--- config.mk ---
export PLATFORM = sky130hd
export DESIGN_NAME = ddr2_port_arb_flat
export DESIGN_NICKNAME = d
export VERILOG_FILES = /design/src/rtl/ddr2_port_arb_pkg.sv /design/src/rtl/ddr2_port_arb_if.sv /design/src/rtl/ddr2_port_arb_rr_pick.sv /design/src/rtl/ddr2_port_arb.sv /design/src/flat_wrapper.sv
export SDC_FILE = /design/constraint.sdc
export NUM_CORES = 1
export LEC_CHECK = 0
export ABC_AREA = 1
export BUFFER_PORTS_ARGS = -buffer_cell sky130_fd_sc_hd__buf_2
export CAP_MARGIN = 5
export CORE_AREA = 2 2 147 149
export DETAILED_ROUTE_END_ITERATION = 7
export DIE_AREA = 0 0 149 151
export GPL_ROUTABILITY_DRIVEN = 0
export PLACE_DENSITY = 0.49
export SYNTH_ARGS = -nofsm -noshare
export SYNTH_HDL_FRONTEND = slang
export SYNTH_SLANG_ARGS = --single-unit
--- constraint.sdc ---
create_clock -name clk -period 4.3 [get_ports clk]
set_input_delay 0.215 -clock clk [delete_from_list [all_inputs] [get_ports clk]]
set_output_delay 0.215 -clock clk [all_outputs]
set_load 0.005 [all_outputs]
--- src/rtl/ddr2_port_arb_pkg.sv ---
// Shared types for the DDR2 controller port arbiter.
// State encoding plus Wishbone cycle-type / burst-type constants.
package ddr2_arb_pkg;

    typedef enum logic {
        IDLE  = 1'b0,
        OWNED = 1'b1
    } arb_state_e;

    localparam logic [2:0] CTI_CLASSIC = 3'b000;
    localparam logic [2:0] CTI_INCR    = 3'b010;
    localparam logic [2:0] CTI_EOB     = 3'b111;

    localparam logic [1:0] BTE_LINEAR = 2'b00;
    localparam logic [1:0] BTE_WRAP4  = 2'b01;
    localparam logic [1:0] BTE_WRAP8  = 2'b10;
    localparam logic [1:0] BTE_WRAP16 = 2'b11;

endpackage

--- src/rtl/ddr2_port_arb_if.sv ---
// Bundle of the NM Wishbone master ports and the single DDR2 controller port.
// "slave" is the arbiter's view; "master" is the requester/controller side.
interface ddr2_port_arb_if #(
    parameter int NM = 3,
    parameter int AW = 32,
    parameter int DW = 32
);
    localparam int SW = DW / 8;

    logic [NM-1:0]    m_cyc_i;
    logic [NM-1:0]    m_stb_i;
    logic [NM-1:0]    m_we_i;
    logic [NM*AW-1:0] m_adr_i;
    logic [NM*DW-1:0] m_dat_i;
    logic [NM*SW-1:0] m_sel_i;
    logic [NM*3-1:0]  m_cti_i;
    logic [NM*2-1:0]  m_bte_i;
    logic [DW-1:0]    m_dat_o;
    logic [NM-1:0]    m_ack_o;
    logic [NM-1:0]    m_err_o;

    logic             s_cyc_o;
    logic             s_stb_o;
    logic             s_we_o;
    logic [AW-1:0]    s_adr_o;
    logic [DW-1:0]    s_dat_o;
    logic [SW-1:0]    s_sel_o;
    logic [2:0]       s_cti_o;
    logic [1:0]       s_bte_o;
    logic [DW-1:0]    s_dat_i;
    logic             s_ack_i;
    logic             s_err_i;

    logic [NM-1:0]    gnt_o;

    modport slave (
        input  m_cyc_i, m_stb_i, m_we_i, m_adr_i, m_dat_i,
        input  m_sel_i, m_cti_i, m_bte_i,
        output m_dat_o, m_ack_o, m_err_o,
        output s_cyc_o, s_stb_o, s_we_o, s_adr_o, s_dat_o,
        output s_sel_o, s_cti_o, s_bte_o,
        input  s_dat_i, s_ack_i, s_err_i,
        output gnt_o
    );

    modport master (
        output m_cyc_i, m_stb_i, m_we_i, m_adr_i, m_dat_i,
        output m_sel_i, m_cti_i, m_bte_i,
        input  m_dat_o, m_ack_o, m_err_o,
        input  s_cyc_o, s_stb_o, s_we_o, s_adr_o, s_dat_o,
        input  s_sel_o, s_cti_o, s_bte_o,
        output s_dat_i, s_ack_i, s_err_i,
        input  gnt_o
    );

endinterface

--- src/rtl/ddr2_port_arb_rr_pick.sv ---
// Round-robin first-set search: scans req upward from ptr, wrapping,
// and returns the one-hot position of the first requester found.
module rr_pick #(
    parameter int NM = 3,
    parameter int PW = 2
) (
    input  logic [NM-1:0] req,
    input  logic [PW-1:0] ptr,
    output logic [NM-1:0] gnt
);

    // Walk NM positions starting at ptr; the first set bit wins.
    always_comb begin
        int idx;
        logic found;
        gnt   = '0;
        found = 1'b0;
        idx   = 0;
        for (int k = 0; k < NM; k++) begin
            idx = (int'(ptr) + k) % NM;
            if (!found && req[idx]) begin
                gnt[idx] = 1'b1;
                found    = 1'b1;
            end
        end
    end

endmodule

--- src/rtl/ddr2_port_arb.sv ---
// Round-robin arbiter sharing one DDR2 controller Wishbone port among NM masters.
// Optional stall watchdog enabled by defining DDR2_PORT_ARB_TIMEOUT_EN.
module ddr2_port_arb
    import ddr2_arb_pkg::*;
#(
    parameter int NM      = 3,
    parameter int AW      = 32,
    parameter int DW      = 32,
    parameter int TIMEOUT = 255
) (
    input  logic           clk,
    input  logic           rst_n,
    ddr2_port_arb_if.slave bus
);

    localparam int SW = DW / 8;
    localparam int PW = (NM > 1) ? $clog2(NM) : 1;

    arb_state_e    state;
    arb_state_e    state_d;
    logic [NM-1:0] gnt;
    logic [NM-1:0] gnt_d;
    logic [NM-1:0] pick;
    logic [PW-1:0] ptr;
    logic [PW-1:0] ptr_d;
    logic [PW-1:0] gidx;
    logic [PW-1:0] ptr_nxt;
    logic          owned;
    logic          timeout;

    rr_pick #(
        .NM (NM),
        .PW (PW)
    ) u_pick (
        .req (bus.m_cyc_i),
        .ptr (ptr),
        .gnt (pick)
    );

    // Index of the currently granted master, derived from the one-hot grant.
    always_comb begin
        gidx = '0;
        for (int i = 0; i < NM; i++) begin
            if (gnt[i]) gidx = PW'(i);
        end
    end

    assign owned   = (state == OWNED);
    assign ptr_nxt = (gidx == PW'(NM - 1)) ? '0 : gidx + 1'b1;

`ifdef DDR2_PORT_ARB_TIMEOUT_EN
    localparam int CW = $clog2(TIMEOUT + 1);

    logic [CW-1:0] cnt;
    logic          stall;

    // Stall is judged on the raw strobe so forcing s_stb_o low cannot feed back.
    assign stall   = owned & bus.m_stb_i[gidx] & ~bus.s_ack_i & ~bus.s_err_i;
    assign timeout = stall & (cnt == CW'(TIMEOUT));

    // Watchdog: counts stalled strobe cycles, clears on any termination.
    always_ff @(posedge clk or negedge rst_n) begin
        if (!rst_n) begin
            cnt <= '0;
        end else if (!owned || !stall || timeout) begin
            cnt <= '0;
        end else begin
            cnt <= cnt + 1'b1;
        end
    end
`else
    logic unused_cfg;

    assign timeout    = 1'b0;
    assign unused_cfg = ^32'(TIMEOUT);
`endif

    // State, grant and round-robin pointer registers.
    always_ff @(posedge clk or negedge rst_n) begin
        if (!rst_n) begin
            state <= IDLE;
            gnt   <= '0;
            ptr   <= '0;
        end else begin
            state <= state_d;
            gnt   <= gnt_d;
            ptr   <= ptr_d;
        end
    end

    // Next state: grant on any cyc in IDLE, release when the owner drops cyc.
    always_comb begin
        state_d = state;
        gnt_d   = gnt;
        ptr_d   = ptr;
        unique case (state)
            IDLE: begin
                if (|bus.m_cyc_i) begin
                    state_d = OWNED;
                    gnt_d   = pick;
                end
            end
            OWNED: begin
                if (!bus.m_cyc_i[gidx] || timeout) begin
                    state_d = IDLE;
                    gnt_d   = '0;
                    ptr_d   = ptr_nxt;
                end
            end
        endcase
    end

    // Route the owner onto the controller port and steer its terminations back.
    always_comb begin
        bus.s_cyc_o = 1'b0;
        bus.s_stb_o = 1'b0;
        bus.s_we_o  = 1'b0;
        bus.s_adr_o = '0;
        bus.s_dat_o = '0;
        bus.s_sel_o = '0;
        bus.s_cti_o = '0;
        bus.s_bte_o = '0;
        bus.m_ack_o = '0;
        bus.m_err_o = '0;
        if (owned) begin
            bus.s_cyc_o = bus.m_cyc_i[gidx] & ~timeout;
            bus.s_stb_o = bus.m_stb_i[gidx] & ~timeout;
            bus.s_we_o  = bus.m_we_i[gidx];
            bus.s_adr_o = bus.m_adr_i[int'(gidx)*AW +: AW];
            bus.s_dat_o = bus.m_dat_i[int'(gidx)*DW +: DW];
            bus.s_sel_o = bus.m_sel_i[int'(gidx)*SW +: SW];
            bus.s_cti_o = bus.m_cti_i[int'(gidx)*3 +: 3];
            bus.s_bte_o = bus.m_bte_i[int'(gidx)*2 +: 2];
            bus.m_ack_o[gidx] = bus.s_ack_i;
            bus.m_err_o[gidx] = bus.s_err_i | timeout;
        end
    end

    assign bus.m_dat_o = bus.s_dat_i;
    assign bus.gnt_o   = gnt;

endmodule

--- src/flat_wrapper.sv ---
// flat-port wrapper written by rule: the top's interface ports become plain ports
module ddr2_port_arb_flat import ddr2_arb_pkg::*;
#(
    parameter int NM      = 3,
    parameter int AW      = 32,
    parameter int DW      = 32,
    parameter int TIMEOUT = 255
)
  (clk, rst_n, bus_m_cyc_i, bus_m_stb_i, bus_m_we_i, bus_m_adr_i, bus_m_dat_i, bus_m_sel_i, bus_m_cti_i, bus_m_bte_i, bus_m_dat_o, bus_m_ack_o, bus_m_err_o, bus_s_cyc_o, bus_s_stb_o, bus_s_we_o, bus_s_adr_o, bus_s_dat_o, bus_s_sel_o, bus_s_cti_o, bus_s_bte_o, bus_s_dat_i, bus_s_ack_i, bus_s_err_i, bus_gnt_o);
  ddr2_port_arb_if #(.NM(NM), .AW(AW), .DW(DW)) bus_i ();
  input  logic clk;
  input  logic rst_n;
  input wire logic [$bits(bus_i.m_cyc_i)-1:0] bus_m_cyc_i;
  input wire logic [$bits(bus_i.m_stb_i)-1:0] bus_m_stb_i;
  input wire logic [$bits(bus_i.m_we_i)-1:0] bus_m_we_i;
  input wire logic [$bits(bus_i.m_adr_i)-1:0] bus_m_adr_i;
  input wire logic [$bits(bus_i.m_dat_i)-1:0] bus_m_dat_i;
  input wire logic [$bits(bus_i.m_sel_i)-1:0] bus_m_sel_i;
  input wire logic [$bits(bus_i.m_cti_i)-1:0] bus_m_cti_i;
  input wire logic [$bits(bus_i.m_bte_i)-1:0] bus_m_bte_i;
  output wire logic [$bits(bus_i.m_dat_o)-1:0] bus_m_dat_o;
  output wire logic [$bits(bus_i.m_ack_o)-1:0] bus_m_ack_o;
  output wire logic [$bits(bus_i.m_err_o)-1:0] bus_m_err_o;
  output wire logic [$bits(bus_i.s_cyc_o)-1:0] bus_s_cyc_o;
  output wire logic [$bits(bus_i.s_stb_o)-1:0] bus_s_stb_o;
  output wire logic [$bits(bus_i.s_we_o)-1:0] bus_s_we_o;
  output wire logic [$bits(bus_i.s_adr_o)-1:0] bus_s_adr_o;
  output wire logic [$bits(bus_i.s_dat_o)-1:0] bus_s_dat_o;
  output wire logic [$bits(bus_i.s_sel_o)-1:0] bus_s_sel_o;
  output wire logic [$bits(bus_i.s_cti_o)-1:0] bus_s_cti_o;
  output wire logic [$bits(bus_i.s_bte_o)-1:0] bus_s_bte_o;
  input wire logic [$bits(bus_i.s_dat_i)-1:0] bus_s_dat_i;
  input wire logic [$bits(bus_i.s_ack_i)-1:0] bus_s_ack_i;
  input wire logic [$bits(bus_i.s_err_i)-1:0] bus_s_err_i;
  output wire logic [$bits(bus_i.gnt_o)-1:0] bus_gnt_o;
  assign bus_i.m_cyc_i = bus_m_cyc_i;
  assign bus_i.m_stb_i = bus_m_stb_i;
  assign bus_i.m_we_i = bus_m_we_i;
  assign bus_i.m_adr_i = bus_m_adr_i;
  assign bus_i.m_dat_i = bus_m_dat_i;
  assign bus_i.m_sel_i = bus_m_sel_i;
  assign bus_i.m_cti_i = bus_m_cti_i;
  assign bus_i.m_bte_i = bus_m_bte_i;
  assign bus_m_dat_o = bus_i.m_dat_o;
  assign bus_m_ack_o = bus_i.m_ack_o;
  assign bus_m_err_o = bus_i.m_err_o;
  assign bus_s_cyc_o = bus_i.s_cyc_o;
  assign bus_s_stb_o = bus_i.s_stb_o;
  assign bus_s_we_o = bus_i.s_we_o;
  assign bus_s_adr_o = bus_i.s_adr_o;
  assign bus_s_dat_o = bus_i.s_dat_o;
  assign bus_s_sel_o = bus_i.s_sel_o;
  assign bus_s_cti_o = bus_i.s_cti_o;
  assign bus_s_bte_o = bus_i.s_bte_o;
  assign bus_i.s_dat_i = bus_s_dat_i;
  assign bus_i.s_ack_i = bus_s_ack_i;
  assign bus_i.s_err_i = bus_s_err_i;
  assign bus_gnt_o = bus_i.gnt_o;
  ddr2_port_arb #(.NM(NM), .AW(AW), .DW(DW), .TIMEOUT(TIMEOUT)) u_core (.clk(clk), .rst_n(rst_n), .bus(bus_i));
endmodule
* After elaboration in Yosys (flattened, before gate mapping)
Index checks and enable logic that the tools add are counted.
Storage, ports and cells: word-level logic and storage cells 90, register bits 6, output and inout port bits 117
Operators by class: shift operators 5, order comparisons 8, reduce and logical (&&, ||, !) cells 11, add/sub/neg operators 3, mux-type cells 47, bitwise logic cells 6, multipliers 1, div/mod/pow operators 3, equality and inequality tests 3
Operators by type and width (count):
- $shiftx A96 B8 Y32 | 2
- $ge A32 B1 Y1 const B | 3
- $lt A32 B4 Y1 const B | 3
- $mod A32 B3 Y32 const B | 2
- $mux W32 | 2
- $mod A3 B3 Y32 const B | 1
- $shiftx A9 B32 Y3 | 1
- $mux W3 | 8
- $mux W1 | 21
- $bmux W1 S2 | 6
- $shiftx A12 B5 Y4 | 1
- $demux W1 S2 | 4
- $and A3 B3 Y3 | 2
- $logic_and A1 B1 Y1 | 6
- $mux W2 | 3
- $or A3 B3 Y3 | 2
- $pmux W3 S2 | 1
- $shiftx A6 B4 Y2 | 1
- $mul A2 B2 Y4 const B | 1
- $mux W4 | 1
- $reduce_and A2 Y1 | 2
- $add A2 B1 Y3 const B | 1
- $add A2 B2 Y3 const B | 1
- $lt A2 B3 Y1 const B | 1
- 9 further kinds | 11

* Longest topological paths before layout
depth after elaboration 13, depth in mapped cells 12, gate-level depth less buffers 12

* Cells and area by module
From an unflattened synthesis, not the netlist that was laid out.
Unflattened totals: cell total of the unflattened synthesis 605, area, all modules 2806.4 um2
Modules (own cells, without submodules):
- ddr2_port_arb | sequential area each 150.1 um2, instances 1, area each 2573.7 um2, cells each 563
- rr_pick | sequential area each 0.0 um2, instances 1, area each 232.7 um2, cells each 42

* Worst setup path after synthesis
OpenSTA, ideal clock, no wires.
path kind register to register, start point reg u_core.ptr[0], end point reg u_core.gnt[2] (netlist: u_core.bus.gnt_o[2]), cell stages (with the launch flop) 11, buffers on the path 0, library setup time 0.123 ns, data required time 4.177 ns, clock period less this slack 1.463 ns, slack 2.837 ns, arrival time 1.340 ns, cells stage by stage dfrtp_1 > inv_1 > ha_1 > inv_2 > nand2_1 > nand3_1 > nand2_1 > nand3_1 > nand2_1 > o21ai_0 > nand2_1
Between the ends: longest elaborated chain between the ends 13, elaborated cells on any way between the ends 42
RTL lines:
- start, declared | RTL line ddr2_port_arb.sv:24 | logic [PW-1:0] ptr;
- start signal, assigned | RTL line ddr2_port_arb.sv:87 | ptr <= ptr_d;
- parallel branches: the longest is 10 deep, another holds $mod A32 B3 Y32
- $mux W3 (*) | RTL line ddr2_port_arb_rr_pick.sv:21 | if (!found && req[idx]) begin
- $mux W3 (*) | RTL line ddr2_port_arb.sv:98 | if (|bus.m_cyc_i) begin
- $pmux W3 S2 (*) | RTL line ddr2_port_arb.sv:96 | unique case (state)
- end signal, assigned | RTL line ddr2_port_arb.sv:86 | gnt <= gnt_d;
- end, declared | RTL line ddr2_port_arb.sv:21 | logic [NM-1:0] gnt;
Every way passes the cells marked *. The select of a mux whose other input is x is not followed. A chain may end at the register's enable or synchronous reset.

* Final worst setup path
start point reg u_core.gnt[2] (netlist: u_core.bus.gnt_o[2]), end point out bus_s_adr_o[4]
Between the ends: longest elaborated chain between the ends 3
RTL lines:
- $mux W2 | RTL line ddr2_port_arb.sv:44 | if (gnt[i]) gidx = PW'(i);
- $shiftx A96 B8 Y32 | RTL line ddr2_port_arb.sv:129 | bus.s_adr_o = bus.m_adr_i[int'(gidx)*AW +: AW];
- $mux W32 | RTL line ddr2_port_arb.sv:125 | if (owned) begin
- end, declared | RTL line flat_wrapper.sv:27 | output wire logic [$bits(bus_i.s_adr_o)-1:0] bus_s_adr_o;
Every way passes these cells.

==> parameters.txt <==
Parameter                              Value

Run status
  Result of the run ... finished, final reports clean

Synthesis
  Average footprint of a synthesized cell ... 4.98 sq um
  Async SR Flop Fraction ... 1.00
  Register bit count reported by yosys ... 6
  Cells after Synth ... 557
  Distinct cell type count after synthesis ... 26
  Count of flip-flops with a built-in enable after synthesis ... 0
  Top post-synthesis cells by count ... 281 x nand2_1, 82 x inv_1, 52 x a22oi_1
  Syn Nets ... 825
  Proportion of synthesized chip area in sequential cells ... 0.0541
  Area share of the largest cell type after synthesis ... 0.380
  Area contributors post-synth ... nand2_1 38%, a22oi_1 14%, inv_1 11%
  Warnings, synthesis ... 0
  Dominant cell by count in the synthesized netlist ... nand2_1
  Total standard cell area after synthesis ... between 2000 and 3000 sq um
  Cell taking the most area after synthesis ... nand2_1
  Primary flip-flop cell chosen by synthesis mapping ... dfrtp_1

Routing
  Count of unresolved DRC violations after routing ... 0
  Count of vias placed by the detailed router ... about 4.2k
  Drt via density ... roughly 3.9
  Average detailed-routed wire length per instance ... about 12 um
  First-pass iteration count of the detailed router ... 4
  Drt initial violations ... 147
  Final routed wirelength across all metal layers ... 13400 um
  Post-DRT Antenna Nets ... 0

Floorplanning
  Die W ... approximately 150 um
  Number of standard-cell rows in the floorplan ... between 50 and 60
  Total die area ... 22500 sq um
  Core area ... 20800 sq um
  Initial standard-cell utilization of the core ... 0.133
  Height of the die ... between 150 and 200 um
  Total I/O pin count ... approximately 380

GRT
  First-pass GRT wire length ... approximately 19000 um
  Residual overflow from global routing ... 0
  Overall global routing resource usage ... 0.105
  Antenna violations before repair ... 0
  Largest net degree at the start of global routing ... 46
  Number of global-route vias before repair ... 3916

Timing
  Post-route worst setup slack ... around 1400 ps
  Setup tns final ... 0 ps
  Setup repair after global routing missed its margin ... false
  Share of the clock period used by the worst path after layout ... 0.678
  Time the final worst path needs with I/O delays and setup ... 2910 ps
  Setup skew after layout ... between 1 and 1.5 ps
  Final Setup Violations ... 0
  Number of endpoints with negative hold slack in the final report ... 0
  Slew of the pin with the lowest slew margin ... 1020 ps
  Max-slew headroom ... 0.319
  Final Max Tran Viols ... 0
  Maximum operating frequency ... approximately 340 MHz

Setup path
  Worst reg2reg path endpoint ... u_core.bus.gnt_o[2]
  Kind of start point of the critical path ... flip-flop
  Slack of the worst reg-to-reg path ... 1720 ps
  Critical path class ... flip-flop to output port
  Largest fanout on the critical path ... between 40 and 50
  Element type at the critical path end ... output port
  Required time of the worst setup path ... between 4000 and 5000 ps
  FF-to-FF Start ... u_core.bus.gnt_o[2]
  Number of cells on the worst reg-to-reg path ... 7
  Worst endpoint data arrival time ... around 2700 ps

Clock tree
  Post CTS Setup Buffer Count ... 0
  Clock Tree Buf Depth ... 2
  Later-pin clock latency in the skew report ... approximately 230 ps
  Library cell used as clock root buffer ... clkbuf_16
  # hold bufs at CTS ... 1
  Number of H-tree levels ... 1
  Post_cts resized ... 0
  Number of buffers created by CTS ... 3
  Number of sinks on the clock net ... 6
  Clock slew at the register clock pins of the worst setup and hold paths ... roughly 30 ps
  CTS tree ... yes

Finish
  Final nets ... between 1k and 1.5k
  Share of cells above drive strength 1 ... 0.416
  Antenna cells ... 0
  Area added between synthesis and finish ... 57.3%

Place
  Half-perimeter wire length after placement ... ~11000 um
  Pre-CTS setup slack ... around 1600 ps
  Count of port buffers added during placement ... 316

Pwr
  IR Drop Worst-Case VDD ... roughly 400 uV
  Total power per unit cell area ... slightly below 500 nW/um^2
  Leak ... 3.11 nW

Worst hold path
  Min-delay worst type ... primary input to asynchronous set/reset pin

Run
  Max capacitance violation total ... 0
## worst max path at each step
| stage | slack [ps] | cells past startpoint | startpoint | end |
|---|---|---|---|---|
| final | 1390 | 9 | u_core.bus.gnt_o[2] | bus_s_adr_o[4] |
| after global placement | 1570 | 7 | u_core.bus.gnt_o[2] | bus_s_dat_o[8] |
| after floorplan | 2840 | 10 | u_core.ptr[0] | u_core.bus.gnt_o[2] |
| after global routing | 1100 | 9 | u_core.bus.gnt_o[2] | bus_s_adr_o[4] |
| after CTS | 1300 | 9 | u_core.bus.gnt_o[2] | bus_s_adr_o[4] |
| after detailed placement | 1550 | 9 | u_core.bus.gnt_o[2] | bus_s_adr_o[4] |
## kinds of logic after synthesis
group,count (synthesis),synth area share
buffers and inverters,156,0.294
AO/OA/AOI/OAI,61,0.161
adder cells (fa/ha/maj),4,0.0180
flip-flops,6,0.0541
AND/OR/NAND/NOR,330,0.472
## per-stage QoR
step                instance area (sq um)  utilization  power, mW  cells  hold slack (ps)
floorplan                            2780            -       1.36    557            -80.6
global placement                     4280        0.205       1.99   1087             45.8
detailed placement                   4280        0.205       2.00   1087             49.5
CTS                                  4370        0.210       2.17   1092              346
global route                         4370        0.210       2.42   1092              371
finish                               4370        0.210       2.12   1092              344
## state kept, by name, indices dropped and copies added, names as in the netlist
signal / cells
u_core.bus.gnt_o: 3
u_core.ptr: 2
u_core.owned: 1
## layout make-up
type	count	area, sq um
Fill cell	2469	16500
Multi-Input combinational cell	395	1810
Sequential cell	6	153
Tap cell	275	344
Clock buffer	4	78.8
Timing Repair Buffer	322	1640
Inverter	90	340
## power by group
part           leakage [nW]  switching (mW)  total (mW)  internal, mW
sequential           0.0735          0.0551       0.136        0.0805
clock                0.0382          0.0321       0.155         0.123
combinational          2.99            1.10        1.83         0.730
total                  3.11            1.19        2.12         0.934
## cells in the final DEF (no fill, tap or decap), drive strengths merged
cell type    instances
dlygate4sd3          1
nor3                 1
dfrtp                6
o31ai                1
and2                 1
inv                 90
nand3b               1
nand2              284
buf                321
a22oi               52
nand3               34
o21ai                6
o211ai               2
ha                   4
clkbuf               4
nor2                 9
## critical path, cell delays in order, from the launching register on
cell and delay, ps:
dfrtp_2 720, inv_4 190, nand2_4 80, inv_2 490, buf_4 500, nand2_1 90
nand3_1 110, nand2_1 70, inv_1 80, buf_2 110
## metal layers
metal,vias to the layer above,GRT usage,routed length [um]
met2,186,0.202,6770
met3,18,0.0181,1160
li1,2193,-,-
met1,1841,0.124,5340
met4,0,0.0148,144
met5,-,0,0
(Power assumes the default switching activity.)
